## src/rtl/ahbl_gpio_pkg.sv

```systemverilog
// Shared definitions for the AHB-Lite GPIO block: register offsets, HTRANS
// encodings and the byte-lane mask helper used by the write path.
package ahbl_gpio_pkg;

  typedef enum logic [1:0] {
    HTRANS_IDLE   = 2'b00,
    HTRANS_BUSY   = 2'b01,
    HTRANS_NONSEQ = 2'b10,
    HTRANS_SEQ    = 2'b11
  } htrans_t;

  localparam logic [4:0] OFF_DATA_IN  = 5'h00;
  localparam logic [4:0] OFF_DATA_OUT = 5'h04;
  localparam logic [4:0] OFF_OE       = 5'h08;
  localparam logic [4:0] OFF_IM       = 5'h0C;
  localparam logic [4:0] OFF_RIS      = 5'h10;
  localparam logic [4:0] OFF_IC       = 5'h14;

  // Sizes above word collapse to a full-word write.
  function automatic logic [31:0] lane_mask(input logic [2:0] size, input logic [1:0] lo);
    logic [3:0] be;
    case (size)
      3'd0:    be = 4'b0001 << lo;
      3'd1:    be = lo[1] ? 4'b1100 : 4'b0011;
      default: be = 4'b1111;
    endcase
    return {{8{be[3]}}, {8{be[2]}}, {8{be[1]}}, {8{be[0]}}};
  endfunction

endpackage

```

## src/rtl/ahbl_gpio_sync_edge.sv

```systemverilog
// Two-flop pad synchronizer plus rising-edge detector for the GPIO inputs.
// The edge flop only exists when AHBL_GPIO_IRQ_EN is defined.
module gpio_sync_edge
  import ahbl_gpio_pkg::*;
#(
  parameter int WIDTH = 32
) (
  input  logic             HCLK,
  input  logic             HRESET,
  input  logic [WIDTH-1:0] gpio_in,
  output logic [WIDTH-1:0] sync_out,
  output logic [WIDTH-1:0] rise
);

  logic [WIDTH-1:0] meta;
  logic [WIDTH-1:0] sync;

  always_ff @(posedge HCLK or posedge HRESET) begin
    if (HRESET) begin
      meta <= '0;
      sync <= '0;
    end else begin
      meta <= gpio_in;
      sync <= meta;
    end
  end

  assign sync_out = sync;

`ifdef AHBL_GPIO_IRQ_EN
  logic [WIDTH-1:0] prev;

  // Cleared by reset, so pins held high through reset register as an edge.
  always_ff @(posedge HCLK or posedge HRESET) begin
    if (HRESET) prev <= '0;
    else        prev <= sync;
  end

  assign rise = sync & ~prev;
`else
  assign rise = '0;
`endif

endmodule

```

## src/rtl/ahbl_gpio.sv

```systemverilog
// AHB-Lite GPIO slave, zero wait states. Define AHBL_GPIO_IRQ_EN to build the
// interrupt mask/status/clear registers and the IRQ output.
module ahbl_gpio
  import ahbl_gpio_pkg::*;
#(
  parameter int WIDTH = 32
) (
  input  logic             HCLK,
  input  logic             HRESET,
  input  logic             HSEL,
  input  logic [31:0]      HADDR,
  input  logic [1:0]       HTRANS,
  input  logic             HWRITE,
  input  logic [2:0]       HSIZE,
  input  logic             HREADY,
  input  logic [31:0]      HWDATA,
  output logic [31:0]      HRDATA,
  output logic             HREADYOUT,
  output logic             HRESP,
  output logic [WIDTH-1:0] GPIO_OUT,
  output logic [WIDTH-1:0] GPIO_OE,
  input  logic [WIDTH-1:0] GPIO_IN,
  output logic             IRQ
);

  logic             ap_valid;
  logic             ap_write;
  logic [2:0]       ap_word;
  logic [2:0]       ap_size;
  logic [1:0]       ap_lo;
  logic             addr_hit;
  logic             wr_en;
  logic [4:0]       offset;
  logic [31:0]      wmask;
  logic [WIDTH-1:0] data_out;
  logic [WIDTH-1:0] oe;
  logic [WIDTH-1:0] sync_in;
  logic [WIDTH-1:0] rise;
  logic [WIDTH-1:0] im;
  logic [WIDTH-1:0] ris;
  logic [31:0]      rd_word;
  logic             unused_bits;

  assign addr_hit = HSEL & HREADY & ((HTRANS == HTRANS_NONSEQ) | (HTRANS == HTRANS_SEQ));

  always_ff @(posedge HCLK or posedge HRESET) begin
    if (HRESET) begin
      ap_valid <= 1'b0;
      ap_write <= 1'b0;
      ap_word  <= '0;
      ap_size  <= '0;
      ap_lo    <= '0;
    end else if (HREADY) begin
      ap_valid <= addr_hit;
      if (addr_hit) begin
        ap_write <= HWRITE;
        ap_word  <= HADDR[4:2];
        ap_size  <= HSIZE;
        ap_lo    <= HADDR[1:0];
      end
    end
  end

  assign wr_en  = ap_valid & ap_write & HREADY;
  assign offset = {ap_word, 2'b00};
  assign wmask  = lane_mask(ap_size, ap_lo);

  function automatic logic [WIDTH-1:0] merge(input logic [WIDTH-1:0] old);
    return (old & ~wmask[WIDTH-1:0]) | (HWDATA[WIDTH-1:0] & wmask[WIDTH-1:0]);
  endfunction

  always_ff @(posedge HCLK or posedge HRESET) begin
    if (HRESET) begin
      data_out <= '0;
      oe       <= '0;
    end else if (wr_en) begin
      if (offset == OFF_DATA_OUT) data_out <= merge(data_out);
      if (offset == OFF_OE)       oe       <= merge(oe);
    end
  end

  gpio_sync_edge #(.WIDTH(WIDTH)) u_sync_edge (
    .HCLK     (HCLK),
    .HRESET   (HRESET),
    .gpio_in  (GPIO_IN),
    .sync_out (sync_in),
    .rise     (rise)
  );

`ifdef AHBL_GPIO_IRQ_EN
  logic [WIDTH-1:0] ic_clr;
  logic             irq_q;

  assign ic_clr = (wr_en && offset == OFF_IC) ? (HWDATA[WIDTH-1:0] & wmask[WIDTH-1:0]) : '0;

  // Set is OR-ed in after the clear so a same-cycle edge survives the clear.
  always_ff @(posedge HCLK or posedge HRESET) begin
    if (HRESET) begin
      im    <= '0;
      ris   <= '0;
      irq_q <= 1'b0;
    end else begin
      if (wr_en && offset == OFF_IM) im <= merge(im);
      ris   <= (ris & ~ic_clr) | rise;
      irq_q <= |(ris & im);
    end
  end

  assign IRQ = irq_q;
`else
  assign im  = '0;
  assign ris = '0;
  assign IRQ = 1'b0;
`endif

  always_comb begin
    rd_word = '0;
    case (offset)
      OFF_DATA_IN:  rd_word[WIDTH-1:0] = sync_in;
      OFF_DATA_OUT: rd_word[WIDTH-1:0] = data_out;
      OFF_OE:       rd_word[WIDTH-1:0] = oe;
      OFF_IM:       rd_word[WIDTH-1:0] = im;
      OFF_RIS:      rd_word[WIDTH-1:0] = ris;
      default:      rd_word = '0;
    endcase
  end

  assign HRDATA    = (ap_valid & ~ap_write) ? rd_word : 32'h0;
  assign HREADYOUT = 1'b1;
  assign HRESP     = 1'b0;
  assign GPIO_OUT  = data_out;
  assign GPIO_OE   = oe;

  assign unused_bits = ^{HADDR[31:5], HWDATA, wmask, rise};

endmodule
```

## config.mk

```make
export PLATFORM = sky130hd
export DESIGN_NAME = ahbl_gpio
export DESIGN_NICKNAME = d
export VERILOG_FILES = /design/src/rtl/ahbl_gpio_pkg.sv /design/src/rtl/ahbl_gpio_sync_edge.sv /design/src/rtl/ahbl_gpio.sv
export SDC_FILE = /design/constraint.sdc
export NUM_CORES = 1
export LEC_CHECK = 0
export ABC_AREA = 1
export BUFFER_PORTS_ARGS = -buffer_cell sky130_fd_sc_hd__buf_2
export CORE_UTILIZATION = 30
export DETAILED_ROUTE_END_ITERATION = 6
export GPL_TIMING_DRIVEN = 0
export PLACE_DENSITY_LB_ADDON = 0.15
export RECOVER_POWER = 100
export SLEW_MARGIN = 25
export SYNTH_ARGS = -nofsm -noshare
export SYNTH_HDL_FRONTEND = slang
export SYNTH_SLANG_ARGS = --single-unit
```

## constraint.sdc

```tcl
create_clock -name HCLK -period 5.4 [get_ports HCLK]
set_input_delay 0.81 -clock HCLK [delete_from_list [all_inputs] [get_ports HCLK]]
set_output_delay 0.81 -clock HCLK [all_outputs]
set_load 0.05 [all_outputs]
```

==> impl_metrics.ini <==
[run_status]
status = finished with violations
violations = capacitance limit, slew limit

[routing]
wirelength_mm = 16.2
vias = 4653
wl_per_cell_um = 15.6
vias_per_cell = 4.48
ant_nets = 0
drt-initial-drc-count = 232
drc = 0
drt-pass1-iter-count = 5

[placed_design]
dp_worst_setup_slack_ps = 2500
dpl.cell_count = 1006
place_congestion = 0.805
placed_area_um2 = 6620
port_buffers = 173
hpwl_mm = 11.4

[setup_path]
cpPeakStageDelay_ps = 730
worstSetupStartpointType = register
worstPathMaxFanout = 10
critPathSlowestCell = nor3_1
required_ps = 4590
end_kind = output port
crit_type = register to output port
crit_chain = nor3_1 > clkbuf_1 > nand2_1 > nand3_1 > nand2_1 > inv_1 > clkbuf_1
crit_arrival_ps = 2890

[global_route]
overflow = 0
antenna_found_initial = 1
grt_max_degree = 76
grt_first_pass_wirelength_mm = 24.9
use_met2_pct = 29.5
grt_use_total_pct = 18.2
top_usage_layer = met2
grt_pass1_vias = 4591
grt_use_met3_pct = 4.78
use_met1_pct = 23.3

[floorplan]
die_area_um2 = 18600
die_w_um = 137
die_h_um = 137
io_pins = 205
core_um2 = 17500
initial_core_util_pct = 31.1
row_count = 48

[flow_run]
drv_cap = 3

[synthesis]
synth_area_leaders = dfrtp_1 64%, nand2_1 19%, nand3_1 9.1%
yosysWarnings = 0
synth_cell_types = 14
syn_inst = 606
synth_top_cell_by_area = dfrtp_1
avgSynthCellArea_um2 = 8.96
ys_ff_latch = 138
yosysSeqAreaShare_pct = 63.6
syn_area_um2 = 5430
synth_top_area_share_pct = 63.6

[timing]
timing.final.ws_setup_ps = 1700
fmax_mhz = 270
period_share_pct = 68.5
hold_viol_final = 0
setup_tns_ps = 0
setup_viol = 0
slew_headroom_pct = -96.2
min_period_ps = 3700
fin_worst_skew_ps = 17.1
worst_pin_slew_ps = 2930
hold_slack_ps = 346
rsz0062_at_grt = no
slew_violations = 74

[cells_and_area]
layout-drive-gt1-share_pct = 16.1
fin_cells = 1038
design_area_um2 = 7070
syn2layout_area_growth_pct = 30.3
layout.nets = 906

[clocking]
cts_tree = done
cts_made_buffers = 17
clk_pin_slew_ps = 50
htreeDepth = 4
clk_latency_ps = 420
hold_buffers = 0
clock_sinks = 138
post_cts_resized = 0
cts_root_buf = clkbuf_16
postCtsSetupRepairBufs = 0
clock_path_buffers = 2

[min_path]
worstHoldPathType = register to register

[power]
powerDensity_nw_per_um2 = 470
power.leakage_nw = 3.80
vdd_drop_max_mv = 0.216
==> Yosys cell counts <==
cell	count
inv_1	40
nand2_1	278
nor3_4	2
nand3_1	99
nor2_1	10
conb_1	2
clkbuf_1	6
dfrtp_1	138
buf_4	3
nor3_2	1
a21oi_1	6
o21ai_0	1
mux2_2	3
buf_2	17
==> layout by cell type (no fill, tap or decap) <==
master and instances:
nand2_1 278, dfrtp_1 138, clkbuf_1 104, nand3_1 99
buf_2 93, inv_1 39, clkbuf_16 17, nor2_1 10
a21oi_1 6, nor3_1 3, mux2_2 3, buf_4 3
conb_1 3, clkbuf_8 3, bufinv_16 3, clkinv_4 2
clkinvlp_4 2, clkinv_2 2, diode_2 1, clkinvlp_2 1
o21ai_0 1, inv_6 1, buf_16 1
==> cells by family after synthesis <==
group | synth area share (%)
AND/OR/NAND/NOR | 29.8
flip-flops | 63.6
buffers and inverters | 5.16
AO/OA/AOI/OAI | 0.645
multiplexers | 0.622
other | 0.138
==> metal layers <==
metal	share of wire, %	routed length [µm]
met5	0	0
met4	1.2	187
met3	6.8	1100
met2	47	7660
met1	45	7210
==> final timing paths <==
| kind | slack (ps) | from | end | cells past startpoint |
|---|---|---|---|---|
| setup / recovery | 1700 | ap_word[0]$_DFFE_PP0P_ | HRDATA[9] | 7 |
| hold / removal | 350 | u_sync_edge.meta[25]$_DFF_PP0_ | u_sync_edge.sync_out[25]$_DFF_PP0_ | 0 |
| setup reg to reg | 2680 | ap_word[1]$_DFFE_PP0P_ | register | 6 |
| hold reg to reg | 350 | u_sync_edge.meta[25]$_DFF_PP0_ | u_sync_edge.sync_out[25]$_DFF_PP0_ | 0 |
| max in group asynchronous | 2850 | HRESET | async pin | 2 |
| min in group asynchronous | 1220 | HRESET | u_sync_edge.meta[10]$_DFF_PP0_ | 2 |
==> worst max-delay path: cells and delay by family (launching register included) <==
family	cells	cell delay, ps
buffers and inverters	3	1070
AND/OR/NAND/NOR	4	1000
flip-flops	1	400
==> cell type report <==
type	instances	area, µm²
fillers	1821	10400
flip-flops and latches	138	3450
multi-input cells	403	1670
repair buffers	174	776
clock buffers	21	470
well taps	225	282
inverters	40	151
clock inverters	10	141
plain buffers	26	126
diodes	1	2.50
==> through the flow <==
stage | power (mW) | utilization (%)
6_report | 3.32 | 40.5
5_1_grt | 3.48 | 40.5
4_1_cts | 3.40 | 41.4
3_5_place_dp | 2.19 | 37.9
3_3_place_gp | 2.17 | 37.7
2_1_floorplan | 1.92 | -
==> power by group <==
group | total, mW | switching (mW) | internal, mW
clock network | 1.20 | 0.439 | 0.762
logic | 0.825 | 0.677 | 0.148
registers | 1.30 | 0.113 | 1.18
Note: power is estimated with default switching activity, not from simulation.
